## config.mk

```make
export PLATFORM = sky130hd
export DESIGN_NAME = comp_1b_flat
export DESIGN_NICKNAME = d
export VERILOG_FILES = /design/src/rtl/comp_1b_pkg.sv /design/src/rtl/comp_1b_if.sv /design/src/rtl/comp_1b_core.sv /design/src/rtl/comp_1b.sv /design/src/flat_wrapper.sv
export SDC_FILE = /design/constraint.sdc
export NUM_CORES = 1
export LEC_CHECK = 0
export CAP_MARGIN = 20
export CORE_AREA = 3 3 40 42
export DETAILED_ROUTE_END_ITERATION = 12
export DIE_AREA = 0 0 43 45
export GPL_ROUTABILITY_DRIVEN = 0
export PLACE_DENSITY = 0.48
export SLEW_MARGIN = 5
export SYNTH_ARGS = -nofsm -noshare
export SYNTH_HDL_FRONTEND = slang
export SYNTH_SLANG_ARGS = --single-unit
```

## constraint.sdc

```tcl
create_clock -name clk -period 3.46 [get_ports clk]
set_clock_uncertainty 0.05 [all_clocks]
set_input_delay 1.038 -clock clk [delete_from_list [all_inputs] [get_ports clk]]
set_output_delay 1.038 -clock clk [all_outputs]
set_load 0.02 [all_outputs]
```

## src/rtl/comp_1b_pkg.sv

```systemverilog
// rtl/comp_1b_pkg.sv - shared types and helpers for the 1-bit comparator slice
package comp_pkg;

    // Cascade state handed from a more-significant slice to the next one down
    typedef struct packed {
        logic gt;
        logic eq;
    } casc_t;

    // The top slice has nothing above it: nothing decided yet, all equal so far
    localparam casc_t CASC_TOP = '{gt: 1'b0, eq: 1'b1};

    // One-hot {gt, eq, lt}; NONE is the cleared/reset pattern
    typedef enum logic [2:0] {
        CMP_NONE = 3'b000,
        CMP_GT   = 3'b100,
        CMP_EQ   = 3'b010,
        CMP_LT   = 3'b001
    } cmp_result_t;

    // Local greater-than for one bit; a set sign bit means negative, so the
    // sense flips in signed mode
    function automatic logic local_gt(input logic a, input logic b, input logic sign_mode);
        return sign_mode ? (~a & b) : (a & ~b);
    endfunction

    // Bits agree regardless of signedness
    function automatic logic local_eq(input logic a, input logic b);
        return ~(a ^ b);
    endfunction

    // Fold the cascaded gt/eq pair into the one-hot result; gt wins over eq
    // so an illegal (1,1) cascade still yields exactly one hot bit
    function automatic cmp_result_t to_result(input logic gt_c, input logic eq_c);
        if (gt_c) begin
            return CMP_GT;
        end else if (eq_c) begin
            return CMP_EQ;
        end
        return CMP_LT;
    endfunction

endpackage

```

## src/rtl/comp_1b_if.sv

```systemverilog
// rtl/comp_1b_if.sv - operand, cascade and result bundle of one comparator slice
interface comp_1b_if;
    logic in_valid;
    logic a;
    logic b;
    logic sign_mode;
    logic casc_gt_in;
    logic casc_eq_in;
    logic out_valid;
    logic gt;
    logic eq;
    logic lt;
    logic gt_comb;
    logic eq_comb;

    // Source of operands and consumer of results
    modport master (
        output in_valid, a, b, sign_mode, casc_gt_in, casc_eq_in,
        input  out_valid, gt, eq, lt, gt_comb, eq_comb
    );

    // The comparator slice itself
    modport slave (
        input  in_valid, a, b, sign_mode, casc_gt_in, casc_eq_in,
        output out_valid, gt, eq, lt, gt_comb, eq_comb
    );
endinterface

```

## src/rtl/comp_1b_core.sv

```systemverilog
// rtl/comp_1b_core.sv - combinational local compare plus cascade merge
module comp_1b_core
    import comp_pkg::*;
(
    input  logic  a,
    input  logic  b,
    input  logic  sign_mode,
    input  casc_t casc,
    output logic  gt_comb,
    output logic  eq_comb
);

    logic gt_l;
    logic eq_l;

    // Local terms, then let upstream decisions dominate: a decided gt sticks,
    // and this bit only matters while everything above is still equal
    always_comb begin
        gt_l    = local_gt(a, b, sign_mode);
        eq_l    = local_eq(a, b);
        gt_comb = casc.gt | (casc.eq & gt_l);
        eq_comb = ~casc.gt & casc.eq & eq_l;
    end

endmodule

```

## src/rtl/comp_1b.sv

```systemverilog
// rtl/comp_1b.sv - 1-bit cascadable magnitude comparator with optional output register
module comp_1b
    import comp_pkg::*;
#(
    parameter bit REG_OUT = 1'b1
) (
    input  logic      clk,
    input  logic      rst,
    comp_1b_if.slave  bus
);

    casc_t       casc_in;
    logic        gt_c;
    logic        eq_c;
    cmp_result_t res_c;
    cmp_result_t res_q;
    logic        valid_q;
    logic [2:0]  res_bits;

    assign casc_in = '{gt: bus.casc_gt_in, eq: bus.casc_eq_in};

    comp_1b_core u_core (
        .a         (bus.a),
        .b         (bus.b),
        .sign_mode (bus.sign_mode),
        .casc      (casc_in),
        .gt_comb   (gt_c),
        .eq_comb   (eq_c)
    );

    // Ripple outputs bypass valid, clock and reset so chained slices settle freely
    assign bus.gt_comb = gt_c;
    assign bus.eq_comb = eq_c;

    assign res_c = to_result(gt_c, eq_c);

    generate
        if (REG_OUT) begin : g_reg
            // Result register loads only on valid beats and holds otherwise;
            // valid is simply delayed a cycle
            always_ff @(posedge clk or posedge rst) begin
                if (rst) begin
                    res_q   <= CMP_NONE;
                    valid_q <= 1'b0;
                end else begin
                    valid_q <= bus.in_valid;
                    if (bus.in_valid) begin
                        res_q <= res_c;
                    end
                end
            end
        end else begin : g_comb
            // Pass-through; reset still clears the result and valid immediately
            always_comb begin
                res_q   = rst ? CMP_NONE : res_c;
                valid_q = bus.in_valid & ~rst;
            end
        end
    endgenerate

    assign res_bits      = res_q;
    assign bus.gt        = res_bits[2];
    assign bus.eq        = res_bits[1];
    assign bus.lt        = res_bits[0];
    assign bus.out_valid = valid_q;

endmodule

```

## src/flat_wrapper.sv

```systemverilog
// flat-port wrapper written by rule: the top's interface ports become plain ports
module comp_1b_flat import comp_pkg::*;
#(
    parameter bit REG_OUT = 1'b1
)
  (clk, rst, bus_in_valid, bus_a, bus_b, bus_sign_mode, bus_casc_gt_in, bus_casc_eq_in, bus_out_valid, bus_gt, bus_eq, bus_lt, bus_gt_comb, bus_eq_comb);
  comp_1b_if bus_i ();
  input  logic clk;
  input  logic rst;
  input wire logic [$bits(bus_i.in_valid)-1:0] bus_in_valid;
  input wire logic [$bits(bus_i.a)-1:0] bus_a;
  input wire logic [$bits(bus_i.b)-1:0] bus_b;
  input wire logic [$bits(bus_i.sign_mode)-1:0] bus_sign_mode;
  input wire logic [$bits(bus_i.casc_gt_in)-1:0] bus_casc_gt_in;
  input wire logic [$bits(bus_i.casc_eq_in)-1:0] bus_casc_eq_in;
  output wire logic [$bits(bus_i.out_valid)-1:0] bus_out_valid;
  output wire logic [$bits(bus_i.gt)-1:0] bus_gt;
  output wire logic [$bits(bus_i.eq)-1:0] bus_eq;
  output wire logic [$bits(bus_i.lt)-1:0] bus_lt;
  output wire logic [$bits(bus_i.gt_comb)-1:0] bus_gt_comb;
  output wire logic [$bits(bus_i.eq_comb)-1:0] bus_eq_comb;
  assign bus_i.in_valid = bus_in_valid;
  assign bus_i.a = bus_a;
  assign bus_i.b = bus_b;
  assign bus_i.sign_mode = bus_sign_mode;
  assign bus_i.casc_gt_in = bus_casc_gt_in;
  assign bus_i.casc_eq_in = bus_casc_eq_in;
  assign bus_out_valid = bus_i.out_valid;
  assign bus_gt = bus_i.gt;
  assign bus_eq = bus_i.eq;
  assign bus_lt = bus_i.lt;
  assign bus_gt_comb = bus_i.gt_comb;
  assign bus_eq_comb = bus_i.eq_comb;
  comp_1b #(.REG_OUT(REG_OUT)) u_core (.clk(clk), .rst(rst), .bus(bus_i));
endmodule
```

==> flow_summary_export.csv <==
group,metric,value,unit
floorplan,initial_core_util,16.8,%
clock_network,clock_latency,0.23,ns
clock_network,clockRootBuffer,"clkbuf_4",
critical_path,critPathBufInv,3,
clock_network,htreeDepth,1,
logic_synthesis,yosys-mux-area-fraction,12.1,%
logic_synthesis,synthDistinctLibCells,12,
logic_synthesis,synthAdderAreaFrac,11.6,%
layout,num_antenna_cells,0,
power,leakage,0.216,nW
power,p_sw_share,24.6,%
placed_design,port_buffers,13,
global_route,grt_max_degree,7,
critical_path,arrival,2.32,ns
sta,fmaxAchievable,294,MHz
clock_network,clock-sinks,4,
placed_design,hpwl,424,um
layout,multiInputGateArea,97.6,um2
critical_path,critPathMaxFanout,2,
sta,hold_slack,0.457,ns
power,p_per_area,366,nW/um2
floorplan,die_h,45,um
floorplan,num_rows,13,
logic_synthesis,synthSimpleGateAreaFrac,8.67,%
logic_synthesis,synth_top_family_by_area,"compound AO/OA/AOI/OAI gates",
sta,hold_viol_final,0,
floorplan,fp.dieArea,1940,um2
sta,max_slew_margin,85.6,%
run,maxCapViolCount,0,
critical_path,worstSetupStartpointType,"input port",
power,p_int,0.000115,W
power,share_comb_of_total_power,28.4,%
power,seqPwrFrac,34.5,%
detailed_routing,first_pass_iters,4,
clock_network,cts.path.max_buffers,2,
logic_synthesis,synth_xor_area_share,0,%
detailed_routing,drc,0,
clock_network,cts_made_buffers,3,
critical_path,cp-end-kind,"primary output",
sta,fin_setup_tns,0,ns
critical_path,crit_chain,"clkdlybuf4s50_1, inv_1, ha_1, mux2_4, a21o_1, buf_4",
layout,nNetsFinal,52,
clock_network,hold_buffers,0,
power,ir_drop,0.0760,mV
layout,syn_to_final_growth,92.5,%
critical_path,slowest_delay,0.48,ns
critical_path,setup.worst_path.class,"in2out",
sta,setup_ws,0.0556,ns
detailed_routing,antenna_left,0,
power,clkPwrFrac,37.1,%
logic_synthesis,ys_warn_count,0,
run_status,status,"complete, no violations",
critical_path,crit_family,"buffers and inverters",
floorplan,design.core.area,1280,um2
global_route,grt_pass1_wl,786,um
clock_network,cts_tree,"yes",
global_route,grt_overflow,0,
clock_network,clk_pin_slew,0.04,ns
logic_synthesis,syn_avg_cell_area,10.8,um2
floorplan,die_x,43,um
placed_design,dp_slack,-0.389,ns
detailed_routing,vias_per_cell,4.16,
global_route,grt_usage,6.19,%
detailed_routing,vias,229,
sta,final-max-slew-violation-count,0,
logic_synthesis,ys_seq_area_share,46.2,%
detailed_routing,wl_per_cell,9.53,um
detailed_routing,drtIter0Drc,2,
detailed_routing,wl,524,um
hold_path,hp-class,"reg2reg",
sta,period_minus_slack,3.40,ns
logic_synthesis,synth_seq_cells,4,
layout,fill_cells,133,
sta,setup_viol,0,
floorplan,ios,14,
power,p_switching,0.0000376,W
sta,fin_crit_sh,98.4,%
critical_path,worstPathRequired,2.37,ns
logic_synthesis,synth_fp_nets,30,
layout,drive_gt1_share,25.0,%
global_route,antenna_found_initial,0,
global_route,grt_pass1_vias,215,
layout,regArea,100,um2
logic_synthesis,synth_cells,20,
critical_path,slowest_stage,"clkdlybuf4s50_1",
sta,rsz0062_at_grt,"no",
sta,max_slew.worst_pin.slew,0.215,ns
logic_synthesis,syn_area,216,um2
logic_synthesis,synth_compound_area_share,12.7,%
[layout make-up]
type / count / share of cell area (%)
timing repair buffer: 17 / 38.1
tap: 15 / 4.50
multi-input combinational: 11 / 23.4
inverter: 5 / 4.50
sequential: 4 / 24.0
clock buffer: 3 / 5.41
[per-layer routing]
layer | part of all wire, % | vias up | track usage, %
met4 | 5.2 | 0 | 9.04
met5 | 0 | - | 0
met2 | 39 | 16 | 8.38
li1 | - | 109 | -
met3 | 14 | 4 | 2.39
met1 | 42 | 100 | 6.10
[power groups by stage]
| stage | registers (W) | logic (W) | clock network, W |
|---|---|---|---|
| final | 0.0000526 | 0.0000434 | 0.0000566 |
| after global routing | 0.0000532 | 0.0000470 | 0.0000595 |
| after CTS | 0.0000527 | 0.0000424 | 0.0000592 |
| after detailed placement | 0.0000533 | 0.0000435 | 0 |
| after global placement | 0.0000531 | 0.0000432 | 0 |
| after floorplan | 0.0000581 | 0.0000125 | 0 |
[state kept, by name, summed over array words and instances, names as in the netlist]
name	cells
u_core.bus.out_valid	1
u_core.res_bits	3
[synthesized netlist by cell type, drive strengths merged]
cell type / number / area share [%]
a21o: 1 / 3.5
dfrtp: 4 / 46
inv: 5 / 8.7
a31o: 1 / 4.0
nor2b: 1 / 2.9
mux2: 2 / 12
o22ai: 1 / 2.9
o21ai: 1 / 2.3
nand4: 1 / 2.9
ha: 2 / 12
and3: 1 / 2.9
[final timing paths]
path	from	endpoint	slack [ns]	depth (start not counted)
worst max-delay path	bus_a	bus_gt_comb	0.06	6
worst min-delay path	u_core.res_bits[2]	u_core.res_bits[2]	0.46	1
worst max register to register	u_core.res_bits[0]	u_core.res_bits[0]	2.62	2
worst min register to register	u_core.res_bits[2]	u_core.res_bits[2]	0.46	1
max in group asynchronous	rst	u_core.bus.out_valid	2.27	2
min in group asynchronous	rst	u_core.res_bits[0]	0.95	2
[cells in the final DEF (no fill, tap or decap), drive strengths merged]
master | Yosys | final
ha | 2 | 2
clkdlybuf4s50 | 0 | 10
and3 | 1 | 1
nor2b | 1 | 1
dlymetal6s2s | 0 | 1
a21o | 1 | 1
o21ai | 1 | 1
dfrtp | 4 | 4
nand4 | 1 | 1
clkbuf | 0 | 3
dlygate4sd2 | 0 | 1
a31o | 1 | 1
inv | 5 | 5
mux2 | 2 | 2
buf | 0 | 5
o22ai | 1 | 1
[metrics by stage]
step / instances / instance area (um2) / utilization (%) / power, W
floorplan: 20 / 216 / - / 0.0000707
global placement: 51 / 388 / 30.2 / 0.0000963
detailed placement: 51 / 388 / 30.2 / 0.0000968
CTS: 54 / 404 / 31.5 / 0.000154
global route: 55 / 417 / 32.4 / 0.000160
finish: 55 / 417 / 32.4 / 0.000153
[logic make-up (layout without fill, tap and decap cells)]
family          after synthesis  count (layout)
compound gates                4               4
fa+ha+maj                     2               2
buf+inv                       5              25
flops                         4               4
mux                           2               2
simple gates                  3               3
[what timing repair did]
action | CTS | global route
resized for setup | 5 | 2
buffers inserted | 0 | 1
pin swaps | 0 | 1
setup endpoints to repair | 2 | 1
cloned | 0 | 0
[worst reg2reg max path, delay by kind of cell, from the launching register on]
family	cells	cell delay [ns]
and+or+nand+nor	1	0.13
AOI/OAI and AO/OA	1	0.18
DFF	1	0.36
Power figures use the tool's default switching activity.
